==> src/rtl/if_fetch_stage.sv <==
// Instruction-fetch stage: PC, next-PC select, req/ack imem port, one-entry skid buffer, IF/ID register.
// Define BRANCH_DELAY_SLOT_EN to keep the word fetched after a redirect; otherwise it is squashed.
module if_fetch_stage #(
    parameter logic [31:0] RESET_PC = 32'h0000_0000,
    parameter logic [31:0] NOP_INST = 32'h0000_0000
) (
    input  logic        clock,
    input  logic        reset,
    input  logic        stall,
    input  logic [1:0]  pcsource,
    input  logic [31:0] bpc,
    input  logic [31:0] rpc,
    input  logic [31:0] jpc,
    output logic        imem_req,
    output logic [31:0] imem_addr,
    input  logic        imem_ack,
    input  logic [31:0] imem_rdata,
    output logic [31:0] if_id_inst,
    output logic [31:0] if_id_pc4,
    output logic        if_id_valid,
    output logic [31:0] pc
);

`ifdef BRANCH_DELAY_SLOT_EN
    localparam logic SQUASH_SLOT = 1'b0;
`else
    localparam logic SQUASH_SLOT = 1'b1;
`endif

    typedef enum logic [1:0] {BOOT, FETCH, HOLD} state_t;

    state_t      state;
    logic [31:0] skid_inst;
    logic [31:0] skid_pc4;
    logic        skid_squash;
    logic [31:0] redir_pend;
    logic        redir_flag;

    logic [31:0] pc_plus4;
    logic [31:0] target;
    logic        redirect;
    logic        fetch_squash;
    logic        hold_squash;

    assign imem_addr = pc;

    always_comb begin
        pc_plus4 = pc + 32'd4;
        redirect = if_id_valid & (pcsource != 2'b00) & ~stall;
        case (pcsource)
            2'b01:   target = bpc;
            2'b10:   target = rpc;
            2'b11:   target = jpc;
            default: target = pc_plus4;
        endcase
        // The word behind a redirecting instruction is either in flight or parked in the skid buffer.
        fetch_squash = (redirect | redir_flag) & SQUASH_SLOT;
        hold_squash  = (redirect | skid_squash) & SQUASH_SLOT;
    end

    always_ff @(posedge clock or posedge reset) begin
        if (reset) begin
            state       <= BOOT;
            pc          <= RESET_PC;
            imem_req    <= 1'b0;
            if_id_inst  <= NOP_INST;
            if_id_pc4   <= '0;
            if_id_valid <= 1'b0;
            skid_inst   <= NOP_INST;
            skid_pc4    <= '0;
            skid_squash <= 1'b0;
            redir_pend  <= '0;
            redir_flag  <= 1'b0;
        end else begin
            case (state)
                BOOT: begin
                    state    <= FETCH;
                    imem_req <= 1'b1;
                end

                FETCH: begin
                    if (imem_ack) begin
                        if (!stall) begin
                            if (fetch_squash) begin
                                if_id_inst  <= NOP_INST;
                                if_id_valid <= 1'b0;
                            end else begin
                                if_id_inst  <= imem_rdata;
                                if_id_valid <= 1'b1;
                            end
                            if_id_pc4 <= pc_plus4;
                            if (redirect)
                                pc <= target;
                            else if (redir_flag)
                                pc <= redir_pend;
                            else
                                pc <= pc_plus4;
                        end else begin
                            skid_inst   <= imem_rdata;
                            skid_pc4    <= pc_plus4;
                            skid_squash <= redir_flag;
                            pc          <= redir_flag ? redir_pend : pc_plus4;
                            state       <= HOLD;
                            imem_req    <= 1'b0;
                        end
                        redir_flag <= 1'b0;
                    end else if (!stall) begin
                        // Address must stay put until ack, so the target waits in redir_pend.
                        if_id_inst  <= NOP_INST;
                        if_id_valid <= 1'b0;
                        if (redirect) begin
                            redir_pend <= target;
                            redir_flag <= 1'b1;
                        end
                    end
                end

                HOLD: begin
                    if (!stall) begin
                        if (hold_squash) begin
                            if_id_inst  <= NOP_INST;
                            if_id_valid <= 1'b0;
                        end else begin
                            if_id_inst  <= skid_inst;
                            if_id_valid <= 1'b1;
                        end
                        if_id_pc4   <= skid_pc4;
                        if (redirect)
                            pc <= target;
                        skid_squash <= 1'b0;
                        state       <= FETCH;
                        imem_req    <= 1'b1;
                    end
                end

                default: begin
                    state    <= BOOT;
                    imem_req <= 1'b0;
                end
            endcase
        end
    end

endmodule
==> config.mk <==
export PLATFORM = sky130hd
export DESIGN_NAME = if_fetch_stage
export DESIGN_NICKNAME = d
export VERILOG_FILES = /design/src/rtl/if_fetch_stage.sv
export SDC_FILE = /design/constraint.sdc
export NUM_CORES = 1
export LEC_CHECK = 0
export ABC_CLOCK_PERIOD_IN_PS = 8700
export BUFFER_PORTS_ARGS = -buffer_cell sky130_fd_sc_hd__buf_2
export CELL_PAD_IN_SITES_DETAIL_PLACEMENT = 0
export CELL_PAD_IN_SITES_GLOBAL_PLACEMENT = 1
export CORE_MARGIN = 3
export CORE_UTILIZATION = 41
export CTS_CLUSTER_DIAMETER = 120
export DETAILED_ROUTE_END_ITERATION = 10
export GPL_TIMING_DRIVEN = 0
export PLACE_DENSITY_LB_ADDON = 0.1
export SLEW_MARGIN = 20
export SYNTH_ARGS = -nofsm -noshare
export SYNTH_HDL_FRONTEND = slang
export SYNTH_SLANG_ARGS = --single-unit
==> constraint.sdc <==
create_clock -name clock -period 8.7 [get_ports clock]
set_clock_uncertainty 0.15 [all_clocks]
set_input_delay 1.74 -clock clock [delete_from_list [all_inputs] [get_ports clock]]
set_output_delay 1.74 -clock clock [all_outputs]
set_load 0.05 [all_outputs]
==> results of run 1 <==
[metrics by stage]
step	util [%]	cell area, um2
after detailed placement	49.4	12100
after global placement	49.1	12100
after CTS	51.8	12700
after floorplan	-	10300
final	51.8	12700
after global routing	51.8	12700
[synth_stat cells (9+ instances only)]
cell type / n / area share (%)
clkbuf_1: 60 / 2.2
xor2_1: 14 / 1.2
nor2_1: 92 / 3.3
and2_1: 9 / 0.54
a211oi_1: 10 / 0.73
nand3_1: 23 / 1.1
a21oi_1: 82 / 4.0
o21ai_0: 77 / 3.7
a22oi_1: 43 / 3.1
dfrtp_1: 197 / 48
xnor2_1: 14 / 1.2
buf_2: 13 / 0.63
nor3_1: 16 / 0.77
mux2_2: 68 / 7.4
and3_1: 18 / 1.1
buf_4: 34 / 2.5
nand4_1: 19 / 1.1
nand2_1: 102 / 3.7
mux4_2: 11 / 2.4
mux2i_1: 19 / 1.8
inv_1: 13 / 0.47
or3_1: 10 / 0.60
[where the power goes]
part | total [W] | internal, W | switching [W]
Clock | 0.000804 | 0.000408 | 0.000395
Combinational | 0.00251 | 0.000738 | 0.00177
Sequential | 0.00166 | 0.00132 | 0.000348
[critical path, stage by stage]
cell      delay, ps
buf_2           100
clkbuf_1        220
nor2_1          560
o31a_1          220
clkbuf_1        420
clkbuf_1        620
a311oi_1        200
a31oi_1         220
[state kept, by name, indices dropped and copies added, names as in the netlist]
| register | cells |
|---|---|
| if_id_inst | 32 |
| if_id_pc4 | 32 |
| imem_addr | 32 |
| redir_pend | 32 |
| skid_inst | 32 |
| skid_pc4 | 32 |
| state | 2 |
| if_id_valid | 1 |
| redir_flag | 1 |
| skid_squash | 1 |
[path summary, 6_finish.rpt]
| check | from | to | slack [ps] | cells past startpoint |
|---|---|---|---|---|
| worst min register to register | skid_pc4[24] | skid_pc4[24] | 320 | 2 |
| worst max-delay path | pcsource[0] | imem_addr[23] | 4580 | 8 |
| min in group asynchronous | reset | skid_inst[17] | 1100 | 2 |
| max in group asynchronous | reset | skid_pc4[27] | 6140 | 4 |
| worst min-delay path | skid_pc4[24] | skid_pc4[24] | 320 | 2 |
| worst max register to register | imem_addr[2] | imem_addr[14] | 5490 | 6 |
[routing by layer]
layer	track usage, %	routed length [um]	vias up
met5	0	0	-
met4	4.92	406	0
met3	3.74	2750	31
met2	37.9	15100	379
met1	39.8	16100	4467
li1	-	-	4358
[cells by family after synthesis]
family,after synthesis,share of synthesized area (%)
AOI/OAI and AO/OA,284,17.3
xor gates and xnor gates,28,2.37
adders and majority gates,1,0.121
buffers and inverters,126,5.99
DFF,197,47.7
muxes,98,11.6
and+or+nand+nor,325,14.9
[placed cells by master, fill, tap and decap left out, drive strengths merged, types with 8 or more instances in the layout]
master / n
nand4: 21
and2: 9
a22oi: 43
xnor2: 14
clkbuf: 79
o211ai: 8
and3: 18
o21ai: 78
buf: 315
a211oi: 11
nor2: 92
nand3: 24
mux4: 11
or3: 12
mux2i: 19
nor2b: 8
a21oi: 82
nand2b: 8
inv: 20
mux2: 68
dfrtp: 197
a22o: 8
nor3: 17
xor2: 14
nand2: 102
[cell type report]
cell class                 count  area [um2]  area share [%]
buffer                       113         571            4.49
multi-input combinational    736        4790            37.7
timing repair buffer         264        1370            10.8
tap                          324         405            3.19
clock buffer                  17         425            3.35
sequential                   197        4930            38.8
inverter                      13        56.3           0.443
clock inverter                14         158            1.24
==> results.rst, run 1 <==
.. list-table::
   :header-rows: 1

   * - Metric
     - Value
   * - First-pass iteration count of the detailed router
     - 5
   * - Wire length per cell
     - 20.4 um
   * - Slew Limit Headroom
     - 21.2%
   * - Global-route wire length before repair
     - 52,900 um
   * - Total power draw
     - 0.00498 W
   * - Fmax achieved
     - 243 MHz
   * - Status
     - complete, no violations
   * - Deepest level of the CTS H-tree
     - 4
   * - Layout area overhead
     - 22.8%
   * - TritonCTS clock tree
     - built
   * - WS Path Type
     - in2reg
   * - Port Buffers
     - 262
   * - Die width
     - 165 um
   * - Routed WL
     - 34,300 um
   * - Number of violations reported at the end of detailed-routing iteration 0
     - 849
   * - Final critical path time including I/O delays and setup
     - 4120 ps
   * - Number of warning messages in the yosys log
     - 0
   * - Largest net degree at the start of global routing
     - 86
   * - Kind of start point of the critical path
     - primary input
   * - Count of mapped cells out of synthesis
     - 1,059
   * - Distinct cell type count after synthesis
     - 67
   * - Clk buf depth
     - 2
   * - Tot GR Track Use
     - 25.6%
   * - Die Span Y
     - 165 um
   * - Kind of end point of the critical path
     - register
   * - Non-filler cells, final
     - 1,678
   * - Clock slew seen by the registers of the worst setup and hold paths
     - 70 ps
   * - Cell chosen for the clock root
     - clkbuf_16
   * - DP Cell Count
     - 1,647
   * - Ports placed on the boundary
     - 264
   * - Seq/Total Area, Yosys
     - 47.7%
   * - Number of clock buffers inserted by TritonCTS
     - 17
   * - Overall overflow remaining after global route
     - 0
   * - Setup repair after global routing missed its margin
     - no
   * - Leakage component of the power
     - 5.83 nW
   * - Total of hold buffers inserted after clock tree synthesis
     - 0
   * - DRC Markers
     - 0
   * - Final antenna diode count
     - 0
   * - Worst setup slack after placement
     - 4220 ps
   * - Post-detailed-route via-to-cell ratio
     - 5.50
   * - Filler Cells Inserted
     - 2,379
   * - Mean cell area of the mapped netlist
     - 9.77 um2
   * - Final setup fails
     - 0
   * - Final layout net count
     - 1,477
   * - Final count of pins violating max slew
     - 0
   * - Count of antenna-violating nets left after detailed routing
     - 0
   * - Path category of the worst min-delay check
     - reg2reg
   * - Starting utilization of the core area
     - 42.2%
   * - Total negative slack for setup checks
     - 0 ps
   * - Async set-or-reset flop fraction in the synthesized netlist
     - 100%
   * - Share of final-layout standard cells stronger than drive strength 1
     - 32.3%
   * - Routed via count
     - 9,235
   * - Prevailing post-synth register cell
     - dfrtp_1
   * - Mapped Area
     - 10,300 um2
   * - Die area
     - 27,200 um2
   * - Slew @ Worst Pin
     - 1180 ps
   * - Antenna violations before repair
     - 0
   * - Max rail drop VDD
     - 219 uV
   * - Least setup slack across all paths after layout
     - 4580 ps
   * - Period Utilization, post-route
     - 47.3%
   * - Number of register bits inferred by synthesis
     - 197
   * - Routability Congestion
     - 0.854
   * - Clock latency on the worst-skew pair
     - 440 ps
   * - Power density cells
     - 392 nW/um2
   * - Maximum fanout encountered on the critical timing path
     - 10
   * - Count of flip-flops with a built-in enable after synthesis
     - 0
   * - Vias in the first global route
     - 8,885
   * - Post-CTS Resized
     - 0
   * - Final count of hold timing violations
     - 0
   * - Sink Count
     - 197
   * - Post-CTS Setup Bufs
     - 0
   * - Syn Nets
     - 1,194
   * - Core area
     - 24,500 um2
   * - Max cap viols
     - 0
   * - WP data required
     - 8900 ps
   * - DP HPWL
     - 25,900 um
   * - Core Rows
     - 57
   * - CP Data Arrival Time
     - 4320 ps
   * - Worst hold slack after final layout
     - 323 ps
Note: power is estimated with default switching activity, not from simulation.
==> run 2, diff against run 1 <==
- ABC_AREA: not set -> 1
- ABC_CLOCK_PERIOD_IN_PS: 8700 -> 4290
- CORE_UTILIZATION: 41 -> 39
- clock period: 8.7 -> 4.29 ns (I/O delays scaled with it)
==> run 2 against run 1 <==
Critical path depth grew 1. Sequential cell count is the same. Area after synthesis grew 1.8%. Cell count grew 21%. Non-clock buffer count shrank 1. Worst setup slack lost 2800 ps. Synthesized cell count grew 32%.
==> results.rst, run 2 <==
.. list-table::
   :header-rows: 1

   * - Metric
     - Value
   * - Vias in the first global route
     - 9,737
   * - Kind of cell with the highest combined delay on the critical path
     - simple AND/OR/NAND/NOR gates
   * - Filler Cells Inserted
     - 2,681
   * - Library cell with the largest summed area after synthesis
     - dfrtp_1
   * - Port Buffers
     - 263
   * - Die width
     - 170 um
   * - Net switching fraction of the power
     - 53.0%
   * - End point of the most critical hold path
     - skid_inst[2]
   * - Final antenna diode count
     - 0
   * - DP Cell Count
     - 2,002
   * - Distinct cell type count after synthesis
     - 44
   * - Net switching component of the power
     - 0.00588 W
   * - Final critical path time including I/O delays and setup
     - 2540 ps
   * - Hold path depth
     - 2
   * - Post-layout utilization of the core
     - 49.5%
   * - Slew @ Worst Pin
     - 660 ps
   * - Routed via count
     - 10,200
   * - DP HPWL
     - 28,600 um
   * - Launch instance of the worst register-to-register path
     - imem_addr[2]
   * - Prevailing post-synth register cell
     - dfrtp_1
   * - Fmax achieved
     - 394 MHz
   * - Number of warning messages in the yosys log
     - 0
   * - Die Span Y
     - 170 um
   * - Share of power burned in combinational logic
     - 53.3%
   * - Routability Congestion
     - 0.873
   * - Syn Nets
     - 1,533
   * - Core area
     - 26,300 um2
   * - Number of violations reported at the end of detailed-routing iteration 0
     - 831
   * - Proportion of power drawn by the clock network
     - 15.2%
   * - Count of flip-flops with a built-in enable after synthesis
     - 0
   * - Buffer and inverter count on the worst path
     - 0
   * - Status
     - complete, no violations
   * - Share of final-layout standard cells stronger than drive strength 1
     - 24.7%
   * - Path category of the worst min-delay check
     - reg2reg
   * - Seq/Total Area, Yosys
     - 46.8%
   * - Clock latency on the worst-skew pair
     - 440 ps
   * - Setup repair after global routing missed its margin
     - no
   * - Max cap viols
     - 0
   * - Async set-or-reset flop fraction in the synthesized netlist
     - 100%
   * - Global-route wire length before repair
     - 56,400 um
   * - Routed WL
     - 36,300 um
   * - Core Rows
     - 59
   * - First-pass iteration count of the detailed router
     - 5
   * - Deepest level of the CTS H-tree
     - 4
   * - Power density cells
     - 852 nW/um2
   * - Final count of pins violating max slew
     - 0
   * - Overall overflow remaining after global route
     - 0
   * - Commonest non-fill, non-tap cell in the layout
     - nand2_1
   * - Post-CTS Resized
     - 0
   * - Worst reg2reg path depth
     - 9
   * - WP data required
     - 4480 ps
   * - Kind of end point of the critical path
     - register
   * - Slowest stage delay, CP
     - 560 ps
   * - Number of clock buffers inserted by TritonCTS
     - 17
   * - Ports placed on the boundary
     - 264
   * - Setup slack on the worst flop-to-flop path
     - 1750 ps
   * - Antenna violations before repair
     - 0
   * - Cell mode on critical path
     - nand2_1
   * - Starting utilization of the core area
     - 40.0%
   * - Count of mapped cells out of synthesis
     - 1,398
   * - Area contributors post-synth
     - dfrtp_1, nand2_1, nor2_1
   * - Internal power component
     - 0.00521 W
   * - Most common cell in the synthesized netlist
     - nand2_1
   * - Wire length per cell
     - 17.8 um
   * - Number of register bits inferred by synthesis
     - 197
   * - Commonest cells post-synth
     - nand2_1, dfrtp_1, nor2_1, a21oi_1, nand3_1
   * - Die area
     - 29,000 um2
   * - Final setup fails
     - 0
   * - Slew Limit Headroom
     - 56.0%
   * - DRC Markers
     - 0
   * - Non-filler cells, final
     - 2,034
   * - List of cells traversed by the critical path
     - ha_1 -> nand2_1 -> nor2_2 -> nand2_2 -> xor2_1 -> o21bai_1 -> or2_2 -> nand2_1 -> nand2_1
   * - Critical-path cell with the highest stage delay
     - dfrtp_1
   * - WS Path Type
     - reg2reg
   * - Clock slew seen by the registers of the worst setup and hold paths
     - 90 ps
   * - Final layout net count
     - 1,821
   * - Register share of total power
     - 31.5%
   * - Largest net degree at the start of global routing
     - 34
   * - CP Data Arrival Time
     - 2730 ps
   * - Max rail drop VDD
     - 438 uV
   * - Mapped Area
     - 10,500 um2
   * - Tot GR Track Use
     - 25.0%
   * - Period Utilization, post-route
     - 59.2%
   * - Clk buf depth
     - 2
   * - Post-detailed-route via-to-cell ratio
     - 5.03
   * - Leakage component of the power
     - 6.54 nW
   * - Mean cell area of the mapped netlist
     - 7.53 um2
   * - Top cell type's share of synthesized area
     - 46.8%
   * - Layout area overhead
     - 23.6%
   * - Total of hold buffers inserted after clock tree synthesis
     - 0
   * - Total negative slack for setup checks
     - 0 ps
   * - Endpoint of the worst register-to-register path
     - imem_addr[10]
   * - TritonCTS clock tree
     - built
   * - Sink Count
     - 197
   * - Launch point of the worst hold path
     - skid_inst[2]
   * - Kind of start point of the critical path
     - register
   * - Leading cell types in the layout, fill and taps excluded
     - nand2_1, buf_2, dfrtp_1, nor2_1, a21oi_1
   * - Post-CTS Setup Bufs
     - 0
   * - Count of antenna-violating nets left after detailed routing
     - 0
   * - Cell chosen for the clock root
     - clkbuf_16
   * - Maximum fanout encountered on the critical timing path
     - 8
   * - Final count of hold timing violations
     - 0
==> run 2: logic make-up (layout without fill, tap and decap cells) <==
group | Yosys count | count (layout) | synth area share, %
mux | 1 | 1 | 0.0951
buf+inv | 168 | 469 | 8.55
compound gates | 242 | 242 | 13.1
simple gates | 776 | 776 | 30.0
fa+ha+maj | 1 | 1 | 0.119
flops | 197 | 197 | 46.8
xor+xnor | 13 | 13 | 1.22
==> run 2: stage by stage <==
stage	setup slack, ps	hold slack [ps]	area (um2)	total power, W
3_3_place_gp	-686	303	12300	0.00935
5_1_grt	1660	347	13000	0.0118
4_1_cts	1770	327	13000	0.0111
3_5_place_dp	1570	309	12400	0.00943
6_report	1750	323	13000	0.0111
2_1_floorplan	736	292	10500	0.00773
==> run 2: layer usage <==
layer  global-route usage [%]  vias up  routed length [um]
li1                         -     5095                   -
met1                     35.0     4720               16500
met2                     42.3      397               17100
met3                     3.00       26                2210
met4                     4.59        0                 466
met5                        0        -                   0
==> run 2: worst max-delay path by stage <==
stage | cells past startpoint | start | endpoint
final | 9 | imem_addr[2] | imem_addr[10]
after global routing | 9 | imem_addr[2] | imem_addr[10]
after CTS | 9 | imem_addr[2] | imem_addr[10]
after detailed placement | 11 | pcsource[0] | if_id_inst[4]
after global placement | 2 | reset | imem_addr[28]
after floorplan | 1 | reset | if_id_inst[0]
==> run 2: cell type report <==
class                           count  area (um2)  area share, %
Timing Repair Buffer              269        1440           11.0
Multi-Input combinational cell   1033        4700           36.1
Sequential cell                   197        4930           37.9
Inverter                           61         233           1.79
Clock inverter                     15         201           1.55
Tap cell                          335         419           3.22
Buffer                            107         671           5.15
Clock buffer                       17         425           3.27
==> run 2: power by group through the flow <==
stage	Combinational (W)	Clock (W)	Sequential [W]
6_report	0.00591	0.00169	0.00349
5_1_grt	0.00642	0.00180	0.00360
4_1_cts	0.00593	0.00172	0.00348
3_5_place_dp	0.00591	0	0.00352
3_3_place_gp	0.00586	0	0.00348
2_1_floorplan	0.00286	0	0.00487
==> run 2: worst min-delay path, delay by kind of cell, from the launching register on <==
kind | cells | cell delay, ps
flops | 1 | 350
simple gates | 2 | 100
